### config.mk
export PLATFORM = sky130hd
export DESIGN_NAME = inst_decoder
export DESIGN_NICKNAME = d
export VERILOG_FILES = /design/src/rtl/gpu_pkg.sv /design/src/rtl/inst_decoder.sv
export SDC_FILE = /design/constraint.sdc
export NUM_CORES = 1
export LEC_CHECK = 0
export CORE_MARGIN = 2
export CORE_UTILIZATION = 54
export DETAILED_ROUTE_END_ITERATION = 12
export HOLD_SLACK_MARGIN = 0.15
export PLACE_DENSITY = 0.9
export SLEW_MARGIN = 20
export SYNTH_ARGS = -nofsm -noshare
export SYNTH_HDL_FRONTEND = slang
export SYNTH_SLANG_ARGS = --single-unit
### constraint.sdc
create_clock -name clk -period 2.7 [get_ports clk]
set_input_delay 0.27 -clock clk [delete_from_list [all_inputs] [get_ports clk]]
set_output_delay 0.27 -clock clk [all_outputs]
set_load 0.02 [all_outputs]
### src/rtl/gpu_pkg.sv
//==============================================================================
// Module  : gpu_pkg
// Brief   : Shared types and constants for the GPU instruction path.
// Revision: 1.0 - initial release
//==============================================================================
`default_nettype none

package gpu_pkg;

    localparam int INST_W = 32;

    localparam logic INST_SHAPE = 1'b0;
    localparam logic INST_ALPHA = 1'b1;

    localparam logic [1:0] SHAPE_LINE = 2'b00;
    localparam logic [1:0] SHAPE_RECT = 2'b01;
    localparam logic [1:0] SHAPE_TRI  = 2'b10;
    localparam logic [1:0] SHAPE_RSVD = 2'b11;

    typedef enum logic [1:0] {
        DEC_FETCH0 = 2'd0,
        DEC_FETCH1 = 2'd1,
        DEC_FETCH2 = 2'd2,
        DEC_HOLD   = 2'd3
    } dec_state_t;

endpackage

`default_nettype wire

### src/rtl/inst_decoder.sv
//==============================================================================
// Module  : inst_decoder
// Brief   : Prefetches one shape/alpha instruction from the FIFO and hands
//           decoded fields to the drawing engines on read_en.
// Revision: 1.0 - initial release
//==============================================================================
`default_nettype none

module inst_decoder
    import gpu_pkg::*;
#(
    parameter int COORD_W = 10,
    parameter int COLOR_W = 24
) (
    input  logic               clk,
    input  logic               n_rst,
    input  logic               fifo_empty,
    input  logic [INST_W-1:0]  fifo_rdata,
    output logic               fifo_pop,
    input  logic               read_en,
    output logic               inst_empty,
    output logic               inst_type,
    output logic [1:0]         shape_sel,
    output logic [COLOR_W-1:0] color,
    output logic [COORD_W-1:0] x1,
    output logic [COORD_W-1:0] y1,
    output logic [COORD_W-1:0] x2,
    output logic [COORD_W-1:0] y2,
    output logic [7:0]         alpha_val,
    output logic               bad_inst
);

    dec_state_t state_q, state_d;

    // Holding register for the instruction being assembled
    logic               held_type_q,  held_type_d;
    logic [1:0]         held_sel_q,   held_sel_d;
    logic [COLOR_W-1:0] held_color_q, held_color_d;
    logic [7:0]         held_alpha_q, held_alpha_d;
    logic [COORD_W-1:0] held_x1_q,    held_x1_d;
    logic [COORD_W-1:0] held_y1_q,    held_y1_d;
    logic [COORD_W-1:0] held_x2_q,    held_x2_d;
    logic [COORD_W-1:0] held_y2_q,    held_y2_d;

    // Output field bank
    logic [1:0]         shape_sel_q,  shape_sel_d;
    logic [COLOR_W-1:0] color_q,      color_d;
    logic [COORD_W-1:0] x1_q,         x1_d;
    logic [COORD_W-1:0] y1_q,         y1_d;
    logic [COORD_W-1:0] x2_q,         x2_d;
    logic [COORD_W-1:0] y2_q,         y2_d;
    logic [7:0]         alpha_val_q,  alpha_val_d;
    logic               bad_inst_q,   bad_inst_d;

    logic w_fetching;
    logic unused_rdata;

    // Word-0 bits [28:24] carry no meaning for either instruction type
    assign unused_rdata = ^fifo_rdata[28:24];

    assign w_fetching = (state_q != DEC_HOLD);
    assign fifo_pop   = w_fetching && !fifo_empty;
    assign inst_empty = w_fetching;
    assign inst_type  = !w_fetching && held_type_q;

    always_comb begin
        state_d      = state_q;
        held_type_d  = held_type_q;
        held_sel_d   = held_sel_q;
        held_color_d = held_color_q;
        held_alpha_d = held_alpha_q;
        held_x1_d    = held_x1_q;
        held_y1_d    = held_y1_q;
        held_x2_d    = held_x2_q;
        held_y2_d    = held_y2_q;
        shape_sel_d  = shape_sel_q;
        color_d      = color_q;
        x1_d         = x1_q;
        y1_d         = y1_q;
        x2_d         = x2_q;
        y2_d         = y2_q;
        alpha_val_d  = alpha_val_q;
        bad_inst_d   = 1'b0;

        case (state_q)
            DEC_FETCH0: begin
                if (!fifo_empty) begin
                    held_type_d  = fifo_rdata[31];
                    held_sel_d   = fifo_rdata[30:29];
                    held_color_d = fifo_rdata[COLOR_W-1:0];
                    held_alpha_d = fifo_rdata[23:16];
                    state_d      = (fifo_rdata[31] == INST_ALPHA) ? DEC_HOLD : DEC_FETCH1;
                end
            end
            DEC_FETCH1: begin
                if (!fifo_empty) begin
                    held_x1_d = COORD_W'(fifo_rdata[31:16]);
                    held_y1_d = COORD_W'(fifo_rdata[15:0]);
                    state_d   = DEC_FETCH2;
                end
            end
            DEC_FETCH2: begin
                if (!fifo_empty) begin
                    held_x2_d = COORD_W'(fifo_rdata[31:16]);
                    held_y2_d = COORD_W'(fifo_rdata[15:0]);
                    // Reserved shape is only rejected once all three words are drained
                    if (held_sel_q == SHAPE_RSVD) begin
                        bad_inst_d = 1'b1;
                        state_d    = DEC_FETCH0;
                    end else begin
                        state_d    = DEC_HOLD;
                    end
                end
            end
            DEC_HOLD: begin
                if (read_en) begin
                    if (held_type_q == INST_ALPHA) begin
                        alpha_val_d = held_alpha_q;
                    end else begin
                        shape_sel_d = held_sel_q;
                        color_d     = held_color_q;
                        x1_d        = held_x1_q;
                        y1_d        = held_y1_q;
                        x2_d        = held_x2_q;
                        y2_d        = held_y2_q;
                    end
                    state_d = DEC_FETCH0;
                end
            end
            default: state_d = DEC_FETCH0;
        endcase
    end

    always_ff @(posedge clk or negedge n_rst) begin
        if (!n_rst) begin
            state_q      <= DEC_FETCH0;
            held_type_q  <= 1'b0;
            held_sel_q   <= 2'b00;
            held_color_q <= '0;
            held_alpha_q <= '0;
            held_x1_q    <= '0;
            held_y1_q    <= '0;
            held_x2_q    <= '0;
            held_y2_q    <= '0;
            shape_sel_q  <= 2'b00;
            color_q      <= '0;
            x1_q         <= '0;
            y1_q         <= '0;
            x2_q         <= '0;
            y2_q         <= '0;
            alpha_val_q  <= '0;
            bad_inst_q   <= 1'b0;
        end else begin
            state_q      <= state_d;
            held_type_q  <= held_type_d;
            held_sel_q   <= held_sel_d;
            held_color_q <= held_color_d;
            held_alpha_q <= held_alpha_d;
            held_x1_q    <= held_x1_d;
            held_y1_q    <= held_y1_d;
            held_x2_q    <= held_x2_d;
            held_y2_q    <= held_y2_d;
            shape_sel_q  <= shape_sel_d;
            color_q      <= color_d;
            x1_q         <= x1_d;
            y1_q         <= y1_d;
            x2_q         <= x2_d;
            y2_q         <= y2_d;
            alpha_val_q  <= alpha_val_d;
            bad_inst_q   <= bad_inst_d;
        end
    end

    assign shape_sel = shape_sel_q;
    assign color     = color_q;
    assign x1        = x1_q;
    assign y1        = y1_q;
    assign x2        = x2_q;
    assign y2        = y2_q;
    assign alpha_val = alpha_val_q;
    assign bad_inst  = bad_inst_q;

endmodule

`default_nettype wire

==> results by group <==
Clock tree
  • Clock latency on the worst-skew pair: 520 ps
  • Clock root cell: clkbuf_8
  • Clk buf depth: 2
  • CTS tree: yes
  • CTS sink count: 144
  • CTS clk-pin slew, worst paths: 60 ps
  • CTS buffer count: 17
  • # Post-CTS Setup Buffers: 0
  • H-tree Lvls: 4

Flow run
  • MaxCap Viol Count: 0

STA
  • Final Setup Violations: 0
  • Min cycle time layout: around 2300 ps
  • Relative slew slack: 0.6167
  • RSZ-0062 raised after global routing: no
  • Fin. Hold Viols: 0
  • Max-slew violations: 0
  • Final Skew: 13.79 ps
  • FMAX: 0.4377 GHz
  • Final setup TNS: 0 ps
  • Final worst path period share: 0.8462
  • Slew @ Worst Pin: between 500 and 600 ps

Synth
  • Sequential fraction of the synthesis area: 0.6651
  • Adder-Cell Fraction of Synth Area: 0
  • Yosys cell types: 19
  • Post-synth EDFFs: 0
  • Post-Synth XOR/XNOR Area: 0
  • Mux share of post-synthesis cell area: 0.2931
  • Post-Synthesis Cells: around 320
  • Post-Synth Simple-Gate Area: 0.02009
  • Mapped Area: 0.005418 mm^2
  • Yosys top cell by area: dfrtp_1
  • Top cell type's share of synthesized area: 0.6651
  • Synth warn: 0
  • Seq cells post-synth: between 100 and 150
  • Most frequent cell after synthesis: dfrtp_1
  • Synth area leaders: dfrtp_1 67%, mux2_2 21%, mux2_1 8.7%, buf_2 1.2%, nor3b_2 0.46%
  • Average size of a mapped cell: 17.09 um^2
  • Largest family of logic cells by synthesized area: multiplexers
  • Asr flop ratio synth: 1.000
  • Synth Area in Compound Gates: 0.006236
  • Most frequent cells after synthesis: 144 x dfrtp_1, 99 x mux2_2, 42 x mux2_1
  • Syn nets: roughly 350
  • Synth Flop Type: dfrtp_1

Layout
  • Area growth, synth to finish: 36.19%
  • NumNets Final: 475
  • Fin util: 0.7549
  • Antenna diodes: 0
  • Share of layout cells above drive strength 1: 0.3104

Worst setup path
  • Critical Path, Cell by Cell: and3_1 -> clkdlybuf4s50_1
  • R2R Setup Slk: 880 ps
  • Worst reg2reg path endpoint: color[22]
  • Setup CP Type: reg -> out
  • Worst path max stage delay: 670 ps
  • Critical Path End Type: primary output
  • Reg2reg path depth: 3
  • Worst R2R Start: state_q[0]
  • CP Launch Type: register
  • Worst path slowest cell: dfrtp_1
  • Critical Path RT: 2430 ps
  • Worst-path maximum fanout: 14
  • Crit path DAT: approximately 2000 ps

Power
  • Peak supply drop: 0.7790 mV
  • Static Leak: approximately 3.2 nW
  • Cell Pwr Density: 1381 mW/mm^2

Floorplan
  • DIE WIDTH: 104.2 um
  • Core area: 0.009774 mm^2
  • Initial Utilization: 0.5543
  • Rows: 36
  • Full die area: 0.01085 mm^2
  • Io pins: 114
  • Die Ht: 104.2 um

GRT
  • Largest net degree at the start of global routing: 67
  • Grt total ovfl: 0
  • First-pass GRT wire length: 18040 um
  • Total Routing Usage GR: 0.2164
  • Vias in the first global route: 3444
  • Initial antenna violation count: 0

Drt
  • Routed vias: 3110
  • DRC Markers: 0
  • Via/cell ratio: 5.325
  • Detail Route Antenna Nets: 0
  • First-pass DRT Iterations: 4
  • Initial DRC count: 73
  • WL final: roughly 11000 um
  • Wire per inst: around 18 um

Placed design
  • Placer Congestion: 0.7574
  • HPWL after detailed placement: ~7000 um
  • IO buf count: 110

Min path
  • Hold/Removal Path Class: in -> async

Outcome
  • Outcome: finished, final reports clean
==> routing by layer <==
metal | GRT usage | vias up | part of all wire | wire, um
met5 | 0 | - | 0 | 0
met4 | 0.09363 | 0 | 0.023 | 244
met3 | 0.06328 | 20 | 0.044 | 479
met2 | 0.3670 | 91 | 0.53 | 5735
met1 | 0.2581 | 1614 | 0.40 | 4320
li1 | - | 1385 | - | -
==> logic make-up after synthesis <==
group | count (synthesis)
buffers and inverters | 16
DFF | 144
AOI/OAI and AO/OA | 4
and+or+nand+nor | 12
muxes | 141
==> state kept, by name, summed over array words and instances, names as in the netlist <==
signal        count
held_color_q     24
color            24
alpha_val         8
held_sel_q        2
x2               10
held_y2_q        10
held_type_q       1
bad_inst          1
held_x2_q        10
held_x1_q        10
held_y1_q        10
shape_sel         2
y1               10
y2               10
state_q           2
x1               10
==> cells in the final DEF, fill, tap and decap left out, drive strengths merged <==
cell type	instances
a2111oi	1
a21bo	1
a21oi	1
and3	3
and4b	1
buf	8
bufinv	7
clkbuf	21
clkdlybuf4s50	109
clkinv	3
dfrtp	144
dlygate4sd3	1
inv	1
mux2	141
nand2	1
nand4	1
nand4b	1
nor2	1
nor3	1
nor3b	2
nor4bb	1
o32ai	1
==> final cells by class <==
| cell class | instances | area [um^2] |
|---|---|---|
| Clock buffer | 21 | 439.2 |
| Clock inverter | 10 | 232.7 |
| Fill cell | 607 | 2396 |
| Inverter | 1 | 3.754 |
| Multi-Input combinational cell | 157 | 1743 |
| Sequential cell | 144 | 3603 |
| Tap cell | 133 | 166.4 |
| Timing Repair Buffer | 118 | 1190 |
==> power breakdown <==
group | switching [mW] | leakage (nW) | internal [mW]
sequential | 0.640 | 1.73 | 3.26
clock | 0.836 | 0.326 | 1.80
combinational | 1.62 | 1.13 | 2.03
total | 3.10 | 3.19 | 7.09
==> worst max path at each step <==
stage | start | end | slack [ps] | cells past startpoint
5_1_grt | state_q[0] | inst_type | 320 | 2
4_1_cts | state_q[0] | inst_type | 390 | 2
2_1_floorplan | state_q[1] | held_x1_q[6] | 1220 | 4
3_5_place_dp | fifo_empty | held_color_q[20] | 640 | 4
6_report | state_q[0] | inst_type | 420 | 2
3_3_place_gp | fifo_empty | held_color_q[13] | 690 | 4
==> worst max-delay path, delay by kind of cell (launching register included) <==
family / cells / cell delay [ps]
simple gates: 1 / 230
flops: 1 / 670
buf+inv: 1 / 600
==> repair_timing <==
item,CTS,global route
gates resized for setup,0,0
hold endpoints to repair,61,0
endpoints found under the setup margin,0,0
hold buffers,1,0
==> metrics by stage <==
| stage | hold slack [ps] | instance area (um^2) | cells | total power, mW | worst slack (ps) |
|---|---|---|---|---|---|
| 2_1_floorplan | -25.59 | 5418 | 317 | 5.868 | 1216 |
| 3_3_place_gp | 283.6 | 6696 | 552 | 7.382 | 689.7 |
| 3_5_place_dp | 293.3 | 6696 | 552 | 7.599 | 643.6 |
| 4_1_cts | 313.1 | 7378 | 584 | 10.30 | 389.6 |
| 5_1_grt | 348.6 | 7378 | 584 | 10.69 | 324.6 |
| 6_report | 313.9 | 7378 | 584 | 10.19 | 415.3 |
Power figures use the tool's default switching activity.
